**src/rtl/fp_align_pipe.sv**
```systemverilog
// fp_align_pipe
//   Two-stage elastic operand aligner for the IEEE-754 add/sub datapath.
//   Stage 1 classifies and sorts the operand pair by magnitude and applies the
//   effective subtract sign. Stage 2 right-shifts the smaller significand and
//   folds the shifted-out bits into a sticky LSB.
// Ports
//   clk, rst           : rising-edge clock, synchronous active-high reset
//   in_valid/in_ready  : operand pair handshake (in_ready has no in_valid path)
//   in_sub             : 1 = A-B, 0 = A+B
//   in_a, in_b         : operands {sign, exp, frac}
//   out_valid/out_ready: result handshake; out_* held while stalled
//   out_sa, out_sb     : sign of larger operand, effective sign of smaller
//   out_exp            : exponent of larger operand (subnormal reported as 1)
//   out_ma, out_mb     : larger significand, aligned smaller significand
//   out_swap           : |B| > |A|
//   out_cancel         : exact cancellation, result +0
//   out_bypass         : smaller operand is zero
//   out_special        : an exponent is all-ones, no shift applied
module fp_align_pipe #(
  parameter int EXP_W = 5,
  parameter int MAN_W = 10,
  localparam int W     = 1 + EXP_W + MAN_W,
  localparam int SIG_W = MAN_W + 4
) (
  input  logic             clk,
  input  logic             rst,
  input  logic             in_valid,
  output logic             in_ready,
  input  logic             in_sub,
  input  logic [W-1:0]     in_a,
  input  logic [W-1:0]     in_b,
  output logic             out_valid,
  input  logic             out_ready,
  output logic             out_sa,
  output logic             out_sb,
  output logic [EXP_W-1:0] out_exp,
  output logic [SIG_W-1:0] out_ma,
  output logic [SIG_W-1:0] out_mb,
  output logic             out_swap,
  output logic             out_cancel,
  output logic             out_bypass,
  output logic             out_special
);

  localparam logic [EXP_W-1:0] EXP_ONE = {{(EXP_W-1){1'b0}}, 1'b1};

  // Handshake
  logic v1_q, v1_d, v2_q, v2_d;
  logic adv1, adv2;

  assign adv2     = !v2_q || out_ready;
  assign adv1     = !v1_q || adv2;
  assign in_ready = adv1;

  // Stage 1 registers
  logic             s1_sa_q, s1_sa_d, s1_sb_q, s1_sb_d;
  logic [EXP_W-1:0] s1_exp_q, s1_exp_d, s1_mv_q, s1_mv_d;
  logic [SIG_W-1:0] s1_ma_q, s1_ma_d, s1_mb_q, s1_mb_d;
  logic             s1_swap_q, s1_swap_d, s1_cancel_q, s1_cancel_d;
  logic             s1_bypass_q, s1_bypass_d, s1_special_q, s1_special_d;

  // Stage 2 registers
  logic             s2_sa_q, s2_sa_d, s2_sb_q, s2_sb_d;
  logic [EXP_W-1:0] s2_exp_q, s2_exp_d;
  logic [SIG_W-1:0] s2_ma_q, s2_ma_d, s2_mb_q, s2_mb_d;
  logic             s2_swap_q, s2_swap_d, s2_cancel_q, s2_cancel_d;
  logic             s2_bypass_q, s2_bypass_d, s2_special_q, s2_special_d;

  // Stage 1 classification
  logic             sb_eff, swap, sgn_l, sgn_s;
  logic [W-2:0]     mag_a, mag_b, mag_l, mag_s;
  logic [EXP_W-1:0] exp_l, exp_s, eexp_l, eexp_s;
  logic             special, cancel, bypass;

  always_comb begin
    sb_eff  = in_b[W-1] ^ in_sub;
    mag_a   = in_a[W-2:0];
    mag_b   = in_b[W-2:0];
    swap    = (mag_b > mag_a);
    mag_l   = swap ? mag_b : mag_a;
    mag_s   = swap ? mag_a : mag_b;
    sgn_l   = swap ? sb_eff : in_a[W-1];
    sgn_s   = swap ? in_a[W-1] : sb_eff;
    exp_l   = mag_l[W-2:MAN_W];
    exp_s   = mag_s[W-2:MAN_W];
    eexp_l  = (exp_l == '0) ? EXP_ONE : exp_l;
    eexp_s  = (exp_s == '0) ? EXP_ONE : exp_s;
    special = (&mag_a[W-2:MAN_W]) || (&mag_b[W-2:MAN_W]);
    cancel  = !special && (mag_a == mag_b) && (in_a[W-1] != sb_eff);
    bypass  = !special && !cancel && (mag_s == '0);
  end

  always_comb begin
    v1_d         = adv1 ? in_valid : v1_q;
    s1_sa_d      = s1_sa_q;
    s1_sb_d      = s1_sb_q;
    s1_exp_d     = s1_exp_q;
    s1_mv_d      = s1_mv_q;
    s1_ma_d      = s1_ma_q;
    s1_mb_d      = s1_mb_q;
    s1_swap_d    = s1_swap_q;
    s1_cancel_d  = s1_cancel_q;
    s1_bypass_d  = s1_bypass_q;
    s1_special_d = s1_special_q;
    if (adv1 && in_valid) begin
      s1_sa_d      = sgn_l;
      s1_sb_d      = sgn_s;
      s1_exp_d     = eexp_l;
      s1_mv_d      = eexp_l - eexp_s;
      s1_ma_d      = {(exp_l != '0), mag_l[MAN_W-1:0], 3'b000};
      s1_mb_d      = {(exp_s != '0), mag_s[MAN_W-1:0], 3'b000};
      s1_swap_d    = swap;
      s1_cancel_d  = cancel;
      s1_bypass_d  = bypass;
      s1_special_d = special;
      if (special) begin
        s1_mv_d = '0;
      end else if (cancel) begin
        s1_sa_d  = 1'b0;
        s1_sb_d  = 1'b0;
        s1_exp_d = '0;
        s1_mv_d  = '0;
        s1_ma_d  = '0;
        s1_mb_d  = '0;
      end else if (bypass) begin
        s1_mv_d = '0;
        s1_mb_d = '0;
        // Both operands zero: report a true zero rather than exponent 1
        if (mag_l == '0) s1_exp_d = '0;
      end
    end
  end

  // Stage 2 alignment shift with sticky collection
  logic [SIG_W-1:0] lost_mask, mb_shift, mb_aligned;
  logic             sticky;

  always_comb begin
    lost_mask = ~({SIG_W{1'b1}} << s1_mv_q);
    mb_shift  = s1_mb_q >> s1_mv_q;
    sticky    = |(s1_mb_q & lost_mask);
    if (int'(s1_mv_q) >= SIG_W) begin
      mb_aligned = {{(SIG_W-1){1'b0}}, |s1_mb_q};
    end else begin
      mb_aligned = mb_shift | {{(SIG_W-1){1'b0}}, sticky};
    end
  end

  always_comb begin
    v2_d         = adv2 ? v1_q : v2_q;
    s2_sa_d      = s2_sa_q;
    s2_sb_d      = s2_sb_q;
    s2_exp_d     = s2_exp_q;
    s2_ma_d      = s2_ma_q;
    s2_mb_d      = s2_mb_q;
    s2_swap_d    = s2_swap_q;
    s2_cancel_d  = s2_cancel_q;
    s2_bypass_d  = s2_bypass_q;
    s2_special_d = s2_special_q;
    if (adv2 && v1_q) begin
      s2_sa_d      = s1_sa_q;
      s2_sb_d      = s1_sb_q;
      s2_exp_d     = s1_exp_q;
      s2_ma_d      = s1_ma_q;
      s2_mb_d      = mb_aligned;
      s2_swap_d    = s1_swap_q;
      s2_cancel_d  = s1_cancel_q;
      s2_bypass_d  = s1_bypass_q;
      s2_special_d = s1_special_q;
    end
  end

  always_ff @(posedge clk) begin
    if (rst) begin
      v1_q         <= 1'b0;
      v2_q         <= 1'b0;
      s1_sa_q      <= 1'b0;
      s1_sb_q      <= 1'b0;
      s1_exp_q     <= '0;
      s1_mv_q      <= '0;
      s1_ma_q      <= '0;
      s1_mb_q      <= '0;
      s1_swap_q    <= 1'b0;
      s1_cancel_q  <= 1'b0;
      s1_bypass_q  <= 1'b0;
      s1_special_q <= 1'b0;
      s2_sa_q      <= 1'b0;
      s2_sb_q      <= 1'b0;
      s2_exp_q     <= '0;
      s2_ma_q      <= '0;
      s2_mb_q      <= '0;
      s2_swap_q    <= 1'b0;
      s2_cancel_q  <= 1'b0;
      s2_bypass_q  <= 1'b0;
      s2_special_q <= 1'b0;
    end else begin
      v1_q         <= v1_d;
      v2_q         <= v2_d;
      s1_sa_q      <= s1_sa_d;
      s1_sb_q      <= s1_sb_d;
      s1_exp_q     <= s1_exp_d;
      s1_mv_q      <= s1_mv_d;
      s1_ma_q      <= s1_ma_d;
      s1_mb_q      <= s1_mb_d;
      s1_swap_q    <= s1_swap_d;
      s1_cancel_q  <= s1_cancel_d;
      s1_bypass_q  <= s1_bypass_d;
      s1_special_q <= s1_special_d;
      s2_sa_q      <= s2_sa_d;
      s2_sb_q      <= s2_sb_d;
      s2_exp_q     <= s2_exp_d;
      s2_ma_q      <= s2_ma_d;
      s2_mb_q      <= s2_mb_d;
      s2_swap_q    <= s2_swap_d;
      s2_cancel_q  <= s2_cancel_d;
      s2_bypass_q  <= s2_bypass_d;
      s2_special_q <= s2_special_d;
    end
  end

  assign out_valid   = v2_q;
  assign out_sa      = s2_sa_q;
  assign out_sb      = s2_sb_q;
  assign out_exp     = s2_exp_q;
  assign out_ma      = s2_ma_q;
  assign out_mb      = s2_mb_q;
  assign out_swap    = s2_swap_q;
  assign out_cancel  = s2_cancel_q;
  assign out_bypass  = s2_bypass_q;
  assign out_special = s2_special_q;

endmodule

```
**config.mk**
```make
export PLATFORM = sky130hd
export DESIGN_NAME = fp_align_pipe
export DESIGN_NICKNAME = d
export VERILOG_FILES = /design/src/rtl/fp_align_pipe.sv
export SDC_FILE = /design/constraint.sdc
export NUM_CORES = 1
export LEC_CHECK = 0
export CAP_MARGIN = 20
export CORE_ASPECT_RATIO = 0.7
export CORE_UTILIZATION = 53
export DETAILED_ROUTE_END_ITERATION = 16
export GPL_TIMING_DRIVEN = 0
export PLACE_DENSITY = 0.82
export RECOVER_POWER = 25
export SETUP_SLACK_MARGIN = 0.15
export SLEW_MARGIN = 0
export SYNTH_ARGS = -nofsm -noshare
export SYNTH_HDL_FRONTEND = slang
export SYNTH_SLANG_ARGS = --single-unit
```
**constraint.sdc**
```tcl
create_clock -name clk -period 5.4 [get_ports clk]
set_clock_uncertainty 0.05 [all_clocks]
set_input_delay 1.62 -clock clk [delete_from_list [all_inputs] [get_ports clk]]
set_output_delay 1.62 -clock clk [all_outputs]
set_load 0.05 [all_outputs]
```
==> impl_metrics.ini, run 1 <==
[power_and_ir_drop]
leakagePower_nw = 2.11
p_per_area_nw_per_um2 = 283
p_total_mw = 1.50
ir_worst_vdd_mv = 0.141

[placed_design]
placement.setup.worst_slack_ns = -0.0292
place_hpwl_microns = 9440
port_buffers = 73
gpl.final_weighted_congestion = 0.910

[yosys]
synth.cell_area_sq_um = 4180
cell_with_the_most_instances_after_synthesis = sky130_fd_sc_hd__nand2_1
synth_commonest_cells = sky130_fd_sc_hd__nand2_1, sky130_fd_sc_hd__dfxtp_1, sky130_fd_sc_hd__a21oi_1
synth.yosys.seq_area_share = 0.364
synth-async-reset-ratio = 0
synthesis.instances = 497
number_of_enable_type_register_cells_in_the_synthesized_netlist = 0
yosys_register_bits = 76
yosys.area.top_type = sky130_fd_sc_hd__dfxtp_1
netlist_top_cells_area = sky130_fd_sc_hd__dfxtp_1, sky130_fd_sc_hd__mux2i_1, sky130_fd_sc_hd__nand2_1
syn-mean-instance-area_sq_um = 8.41
yosys_warning_count = 0
distinct_cells_synth = 61
ys.flop_type = sky130_fd_sc_hd__dfxtp_1
synth_top_area_share = 0.364

[timing]
setup-tns-final_ns = 0
post-route-worst-setup-slack_ns = 0.402
min_period_ns = 5.00
timing_worst_slew_pin_value_ns = 0.857
final_min_period_over_clock_period = 0.925
final_hold_viol_count = 0
maxSlewHeadroom = 0.423
final-max-slew-violation-count = 0
achievable-frequency_mhz = 200
finalSetupViolations = 0
grt_setup_unrepaired = no

[cells_and_area]
antenna_cells_inserted = 0
seq_area_sq_um = 1520
total_area_of_multi_input_combinational_cells_sq_um = 2390
areaGrowthSynthToFinish_pct = 26.6
final_layout_size_suffix_gt1_frac = 0.0926
final_net_count = 647
filler_cell_count = 617

[setup_path]
regToRegStartpoint = s1_mv_q[0]$_SDFFE_PP0P_
rrSetupSlack_ns = 3.28
required_ns = 5.60
setup.worst_path.end = s1_mv_q[4]$_SDFFE_PP0P_
critical_path.endpoint_type = flip-flop
reg2reg_to = out_mb[0]$_SDFFE_PP0P_
crit_path_start_kind = primary input
timing.critical_path.fanout_max = 10
crit_arrival_ns = 5.19
timing_worst_setup_path_type = primary input to flip-flop
worst_r2r_path_depth = 7
critPathLaunch = in_a[10]

[drt]
drt.antenna.violating_nets = 0
via_count_of_the_routed_design = 4106
drt_iter0_markers = 378
drt_pass1_iterations = 5
post_drt_wl_per_cell_microns = 17.4
drt_wl_total_microns = 12100
vias_per_cell = 5.93
detail_route.drc_violations = 0

[global_route]
number_of_antenna_violations_at_the_first_check_in_global_routing = 0
grt_start_max_net_pins = 14
global_route.usage.total = 0.305
global_route.overflow_total = 0
grt_first_pass_wirelength_microns = 19300
first_global_vias = 3816

[cts]
clkLatencyLatePin_ns = 0.35
ctsRootBufferMaster = sky130_fd_sc_hd__clkbuf_8
htree_levels = 3
clk_transition_reported_paths_ns = 0.08
cts-root-to-sink-buffers = 2
cts_tree = yes
cts-buffers-inserted = 9
clkSinkCount = 76

[floorplan]
dieWidth_microns = 108
design.die.area_sq_um = 8250
core_area_sq_um = 7450
die_y_microns = 76.3
floorplan.io_pins = 78
fp-row-count = 26
floorplan.initialDensity = 0.561

[worst_hold_path]
holdCritPathClass = flip-flop to flip-flop
timing.hold.worst.start = out_ma[12]$_SDFFE_PP0P_

[run]
max_cap_violations = 0

[run_status]
status = complete, no violations
[layer usage]
layer  vias up  track usage  share of wire
li1       1973            -              -
met1      1928        0.450           0.47
met2       195        0.445           0.43
met3        10       0.0847          0.093
met4         0       0.0479         0.0059
met5         -            0              0
[sequential cells by signal (all words and copies together), names as in the netlist, 5 cells and up]
| register | cells |
|---|---|
| s1_exp_q | 5 |
| out_exp | 5 |
| out_mb | 14 |
| out_ma | 11 |
| s1_ma_q | 11 |
| s1_mb_q | 11 |
| s1_mv_q | 5 |
[cell usage in the layout (no fill, tap or decap), types with 3 or more instances in the layout]
cell	n
sky130_fd_sc_hd__nor4_1	9
sky130_fd_sc_hd__o311ai_1	3
sky130_fd_sc_hd__o21ai_1	11
sky130_fd_sc_hd__nand4_1	6
sky130_fd_sc_hd__dfxtp_1	76
sky130_fd_sc_hd__mux2_2	4
sky130_fd_sc_hd__o21a_1	4
sky130_fd_sc_hd__conb_1	3
sky130_fd_sc_hd__nand3b_1	4
sky130_fd_sc_hd__nor2_1	28
sky130_fd_sc_hd__inv_1	22
sky130_fd_sc_hd__a32o_1	5
sky130_fd_sc_hd__buf_4	12
sky130_fd_sc_hd__nor3_1	8
sky130_fd_sc_hd__buf_2	5
sky130_fd_sc_hd__dlygate4sd3_1	23
sky130_fd_sc_hd__nand2_1	82
sky130_fd_sc_hd__a21o_1	3
sky130_fd_sc_hd__a21oi_1	44
sky130_fd_sc_hd__xor2_1	3
sky130_fd_sc_hd__a22oi_1	10
sky130_fd_sc_hd__clkbuf_1	22
sky130_fd_sc_hd__clkbuf_8	10
sky130_fd_sc_hd__a22o_1	3
sky130_fd_sc_hd__clkdlybuf4s50_1	50
sky130_fd_sc_hd__ha_1	19
sky130_fd_sc_hd__mux2_4	4
sky130_fd_sc_hd__o311ai_0	8
sky130_fd_sc_hd__mux2i_1	31
sky130_fd_sc_hd__nand3_1	21
sky130_fd_sc_hd__o21ai_0	14
sky130_fd_sc_hd__o211ai_1	3
[power by group]
part | switching (mW) | internal [mW]
clock network | 0.217 | 0.226
logic | 0.251 | 0.174
registers | 0.0320 | 0.597
[worst min path at each step]
| stage | to | cells after the start |
|---|---|---|
| floorplan | s1_bypass_q$_SDFFE_PP0P_ | 2 |
| global placement | s1_bypass_q$_SDFFE_PP0P_ | 2 |
| finish | out_ma[12]$_SDFFE_PP0P_ | 2 |
| detailed placement | out_ma[12]$_SDFFE_PP0P_ | 2 |
| CTS | out_exp[2]$_SDFFE_PP0P_ | 2 |
| global route | out_exp[2]$_SDFFE_PP0P_ | 2 |
[per-stage QoR]
| step | hold WS [ns] | utilization | instance area, sq um | std cells |
|---|---|---|---|---|
| final | 0.406 | 0.710 | 5290 | 692 |
| after global routing | 0.417 | 0.710 | 5290 | 692 |
| after CTS | 0.406 | 0.703 | 5240 | 685 |
| after detailed placement | 0.399 | 0.677 | 5040 | 670 |
| after global placement | 0.389 | 0.677 | 5040 | 670 |
| after floorplan | 0.375 | - | 4190 | 499 |
[logic make-up after synthesis]
logic type | after synthesis | synth area share
simple gates | 170 | 0.186
fa+ha+maj | 20 | 0.0617
mux | 41 | 0.110
compound gates | 125 | 0.202
xor+xnor | 5 | 0.0105
flops | 76 | 0.364
other cells | 1 | 0.000897
buf+inv | 59 | 0.0653
[timing repair]
| item | CTS | global route |
|---|---|---|
| gates resized for setup | 0 | 0 |
| buffers inserted | 0 | 7 |
| hold endpoints to repair | 0 | 0 |
| hold buffers | 0 | 0 |
| setup endpoints to repair | 0 | 1 |
[worst max-delay path, cell delays in order]
cell,delay [ns]
sky130_fd_sc_hd__clkdlybuf4s50_1,0.53
sky130_fd_sc_hd__inv_1,0.06
sky130_fd_sc_hd__ha_1,0.31
sky130_fd_sc_hd__a211oi_2,0.17
sky130_fd_sc_hd__o21ai_0,0.12
sky130_fd_sc_hd__a221oi_2,0.26
sky130_fd_sc_hd__a22oi_2,0.12
sky130_fd_sc_hd__buf_6,0.15
sky130_fd_sc_hd__buf_4,0.15
sky130_fd_sc_hd__buf_4,0.19
sky130_fd_sc_hd__a21oi_1,0.19
sky130_fd_sc_hd__ha_1,0.17
sky130_fd_sc_hd__inv_1,0.06
sky130_fd_sc_hd__fa_1,0.40
sky130_fd_sc_hd__a21o_1,0.19
sky130_fd_sc_hd__a21oi_1,0.16
sky130_fd_sc_hd__xnor2_1,0.09
sky130_fd_sc_hd__a32o_1,0.26
[area by class of cell]
type,instances,area share
multi-input combinational,364,0.452
buffer,36,0.0350
clock buffer,10,0.0260
tap,98,0.0232
inverter,23,0.0163
sequential,76,0.288
clock inverter,5,0.0114
timing repair buffer,80,0.148
(Power assumes the default switching activity.)
==> run 2, diff against run 1 <==
- CORE_UTILIZATION: 53 -> 30
- PLACE_DENSITY: 0.82 -> 0.52
==> run 2 against run 1 <==
  * Flip-flop and latch count did not move
  * Combinational power barely moved
  * Setup slack got worse by 0.076 ns
  * Critical path depth did not move
  * Largest cell class unchanged
==> impl_metrics.ini, run 2 (synthesized netlist as in run 1, its figures left out) <==
[timing]
min_period_ns = 5.07
final_hold_viol_count = 0
final_min_period_over_clock_period = 0.940
setup-tns-final_ns = 0
grt_setup_unrepaired = no
maxSlewHeadroom = 0.341
achievable-frequency_mhz = 197
timing_worst_slew_pin_value_ns = 0.980
finalSetupViolations = 0
post-route-worst-setup-slack_ns = 0.327
final-max-slew-violation-count = 0

[cts]
ctsRootBufferMaster = sky130_fd_sc_hd__clkbuf_16
cts-buffers-inserted = 9
clkSinkCount = 76
clk_transition_reported_paths_ns = 0.06
number_of_buffers_added_to_fix_hold_violations_after_cts = 0
cts_tree = yes
cts-root-to-sink-buffers = 2
clkLatencyLatePin_ns = 0.33
htree_levels = 3

[global_route]
global_route.usage.total = 0.198
first_global_vias = 3832
grt_start_max_net_pins = 14
global_route.overflow_total = 0
number_of_antenna_violations_at_the_first_check_in_global_routing = 0
grt_first_pass_wirelength_microns = 21500

[worst_hold_path]
holdCritPathClass = flip-flop to flip-flop

[floorplan]
core_area_sq_um = 13400
floorplan.initialDensity = 0.313
fp-row-count = 35
die_y_microns = 101
floorplan.io_pins = 78
design.die.area_sq_um = 14400
dieWidth_microns = 143

[cells_and_area]
filler_cell_count = 1359
antenna_cells_inserted = 0
final_layout_size_suffix_gt1_frac = 0.0911
finish.instance_area_sq_um = 5500
final_net_count = 646
layout_common_cells = sky130_fd_sc_hd__nand2_1, sky130_fd_sc_hd__dfxtp_1, sky130_fd_sc_hd__clkdlybuf4s50_1
areaGrowthSynthToFinish_pct = 31.6
largest_register_ffs = 14
layout_commonest_cell = sky130_fd_sc_hd__nand2_1

[power_and_ir_drop]
ir_worst_vdd_mv = 0.171
p_per_area_nw_per_um2 = 302
leakagePower_nw = 2.17

[setup_path]
worst_r2r_path_depth = 7
critPathLaunch = in_a[10]
cp_cell_sequence = clkdlybuf4s50_1, inv_1, ha_1, a211oi_2, o21ai_0, a221oi_2, a22oi_2, buf_6, buf_12, buf_4, a21oi_1, ha_1, inv_1, fa_1, a21o_1, a21oi_1, xnor2_1, a32o_1
crit_path_start_kind = primary input
critical_path.endpoint_type = flip-flop
timing_worst_setup_path_type = primary input to flip-flop
crit_arrival_ns = 5.25
required_ns = 5.58
rrSetupSlack_ns = 3.32
critPathSlowestCell = sky130_fd_sc_hd__clkdlybuf4s50_1
regToRegStartpoint = v1_q$_SDFFE_PP0N_
reg2reg_to = s1_ma_q[5]$_SDFFE_PP0P_
setup.worst_path.end = s1_mv_q[4]$_SDFFE_PP0P_
timing.critical_path.fanout_max = 10
max_stage_delay_ns = 0.54

[drt]
drt_pass1_iterations = 5
drt.antenna.violating_nets = 0
drt_iter0_markers = 302
post_drt_wl_per_cell_microns = 17.3
vias_per_cell = 5.10
drt_wl_total_microns = 13500
detail_route.drc_violations = 0
via_count_of_the_routed_design = 3970

[placed_design]
gpl.final_weighted_congestion = 0.880
port_buffers = 73
post_dp_cell_area_sq_um = 5150
placement.setup.worst_slack_ns = -0.0729
place_hpwl_microns = 10500

[run_status]
status = complete, no violations

[run]
max_cap_violations = 0
run 2: cell count changes in the layout (fill, tap and decap cells not counted):
cell	before	now
sky130_fd_sc_hd__clkbuf_16	0	9
sky130_fd_sc_hd__dlygate4sd3_1	23	25
sky130_fd_sc_hd__inv_6	2	1
sky130_fd_sc_hd__buf_4	12	10
sky130_fd_sc_hd__clkdlybuf4s50_1	50	46
sky130_fd_sc_hd__clkbuf_8	10	0
sky130_fd_sc_hd__clkinv_2	1	2
sky130_fd_sc_hd__dlymetal6s2s_1	0	2
sky130_fd_sc_hd__and2_1	1	0
sky130_fd_sc_hd__clkinvlp_4	1	2
sky130_fd_sc_hd__buf_12	1	2
sky130_fd_sc_hd__and2_0	0	1
run 2: cell type report:
cell class,instances,area (sq um),share of cell area
clock buffers,9,225,0.0410
clock inverters,6,63.8,0.0116
repair buffers,79,793,0.144
inverters,23,86.3,0.0157
multi-input cells,364,2390,0.435
plain buffers,36,185,0.0337
well taps,185,231,0.0421
flip-flops and latches,76,1520,0.277
run 2: timing repair:
action	CTS	global route
setup endpoints to repair	0	1
buffers inserted	0	6
gates resized for setup	0	2
run 2: worst min-delay path by stage:
stage | end | depth (start not counted) | from | slack (ns)
2_1_floorplan | s1_bypass_q$_SDFFE_PP0P_ | 2 | s1_bypass_q$_SDFFE_PP0P_ | 0.37
3_3_place_gp | s1_sa_q$_SDFFE_PP0P_ | 2 | s1_sa_q$_SDFFE_PP0P_ | 0.40
3_5_place_dp | out_exp[2]$_SDFFE_PP0P_ | 2 | s1_exp_q[2]$_SDFFE_PP0P_ | 0.40
4_1_cts | out_exp[0]$_SDFFE_PP0P_ | 2 | out_exp[0]$_SDFFE_PP0P_ | 0.41
5_1_grt | out_exp[2]$_SDFFE_PP0P_ | 2 | out_exp[2]$_SDFFE_PP0P_ | 0.42
6_report | out_exp[0]$_SDFFE_PP0P_ | 2 | out_exp[0]$_SDFFE_PP0P_ | 0.40
run 2: per-stage QoR:
step                      instances  hold WS [ns]  utilization  total power, mW
after floorplan                 499         0.375            -            0.915
after global placement          757         0.396        0.385             1.06
after detailed placement        757         0.398        0.385             1.06
after CTS                       772         0.409        0.407             1.66
after global routing            778         0.424        0.412             1.74
final                           778         0.401        0.412             1.66
run 2: critical path, delay by kind of cell:
| family | cells | cell delay (ns) |
|---|---|---|
| AOI/OAI and AO/OA | 8 | 1.53 |
| adders and majority gates | 3 | 0.88 |
| buffers and inverters | 6 | 1.13 |
| xor gates and xnor gates | 1 | 0.10 |
run 2: layer usage:
metal | GRT usage | vias up | share of wire
met2 | 0.276 | 149 | 0.39
met5 | 0 | - | 0
met3 | 0.0390 | 11 | 0.064
li1 | - | 1970 | -
met4 | 0.0422 | 0 | 0.0084
met1 | 0.305 | 1840 | 0.54
run 2: where the power goes:
group	switching (mW)	internal [mW]	leakage, nW
combinational	0.254	0.174	1.42
sequential	0.0324	0.598	0.621
clock	0.245	0.355	0.138
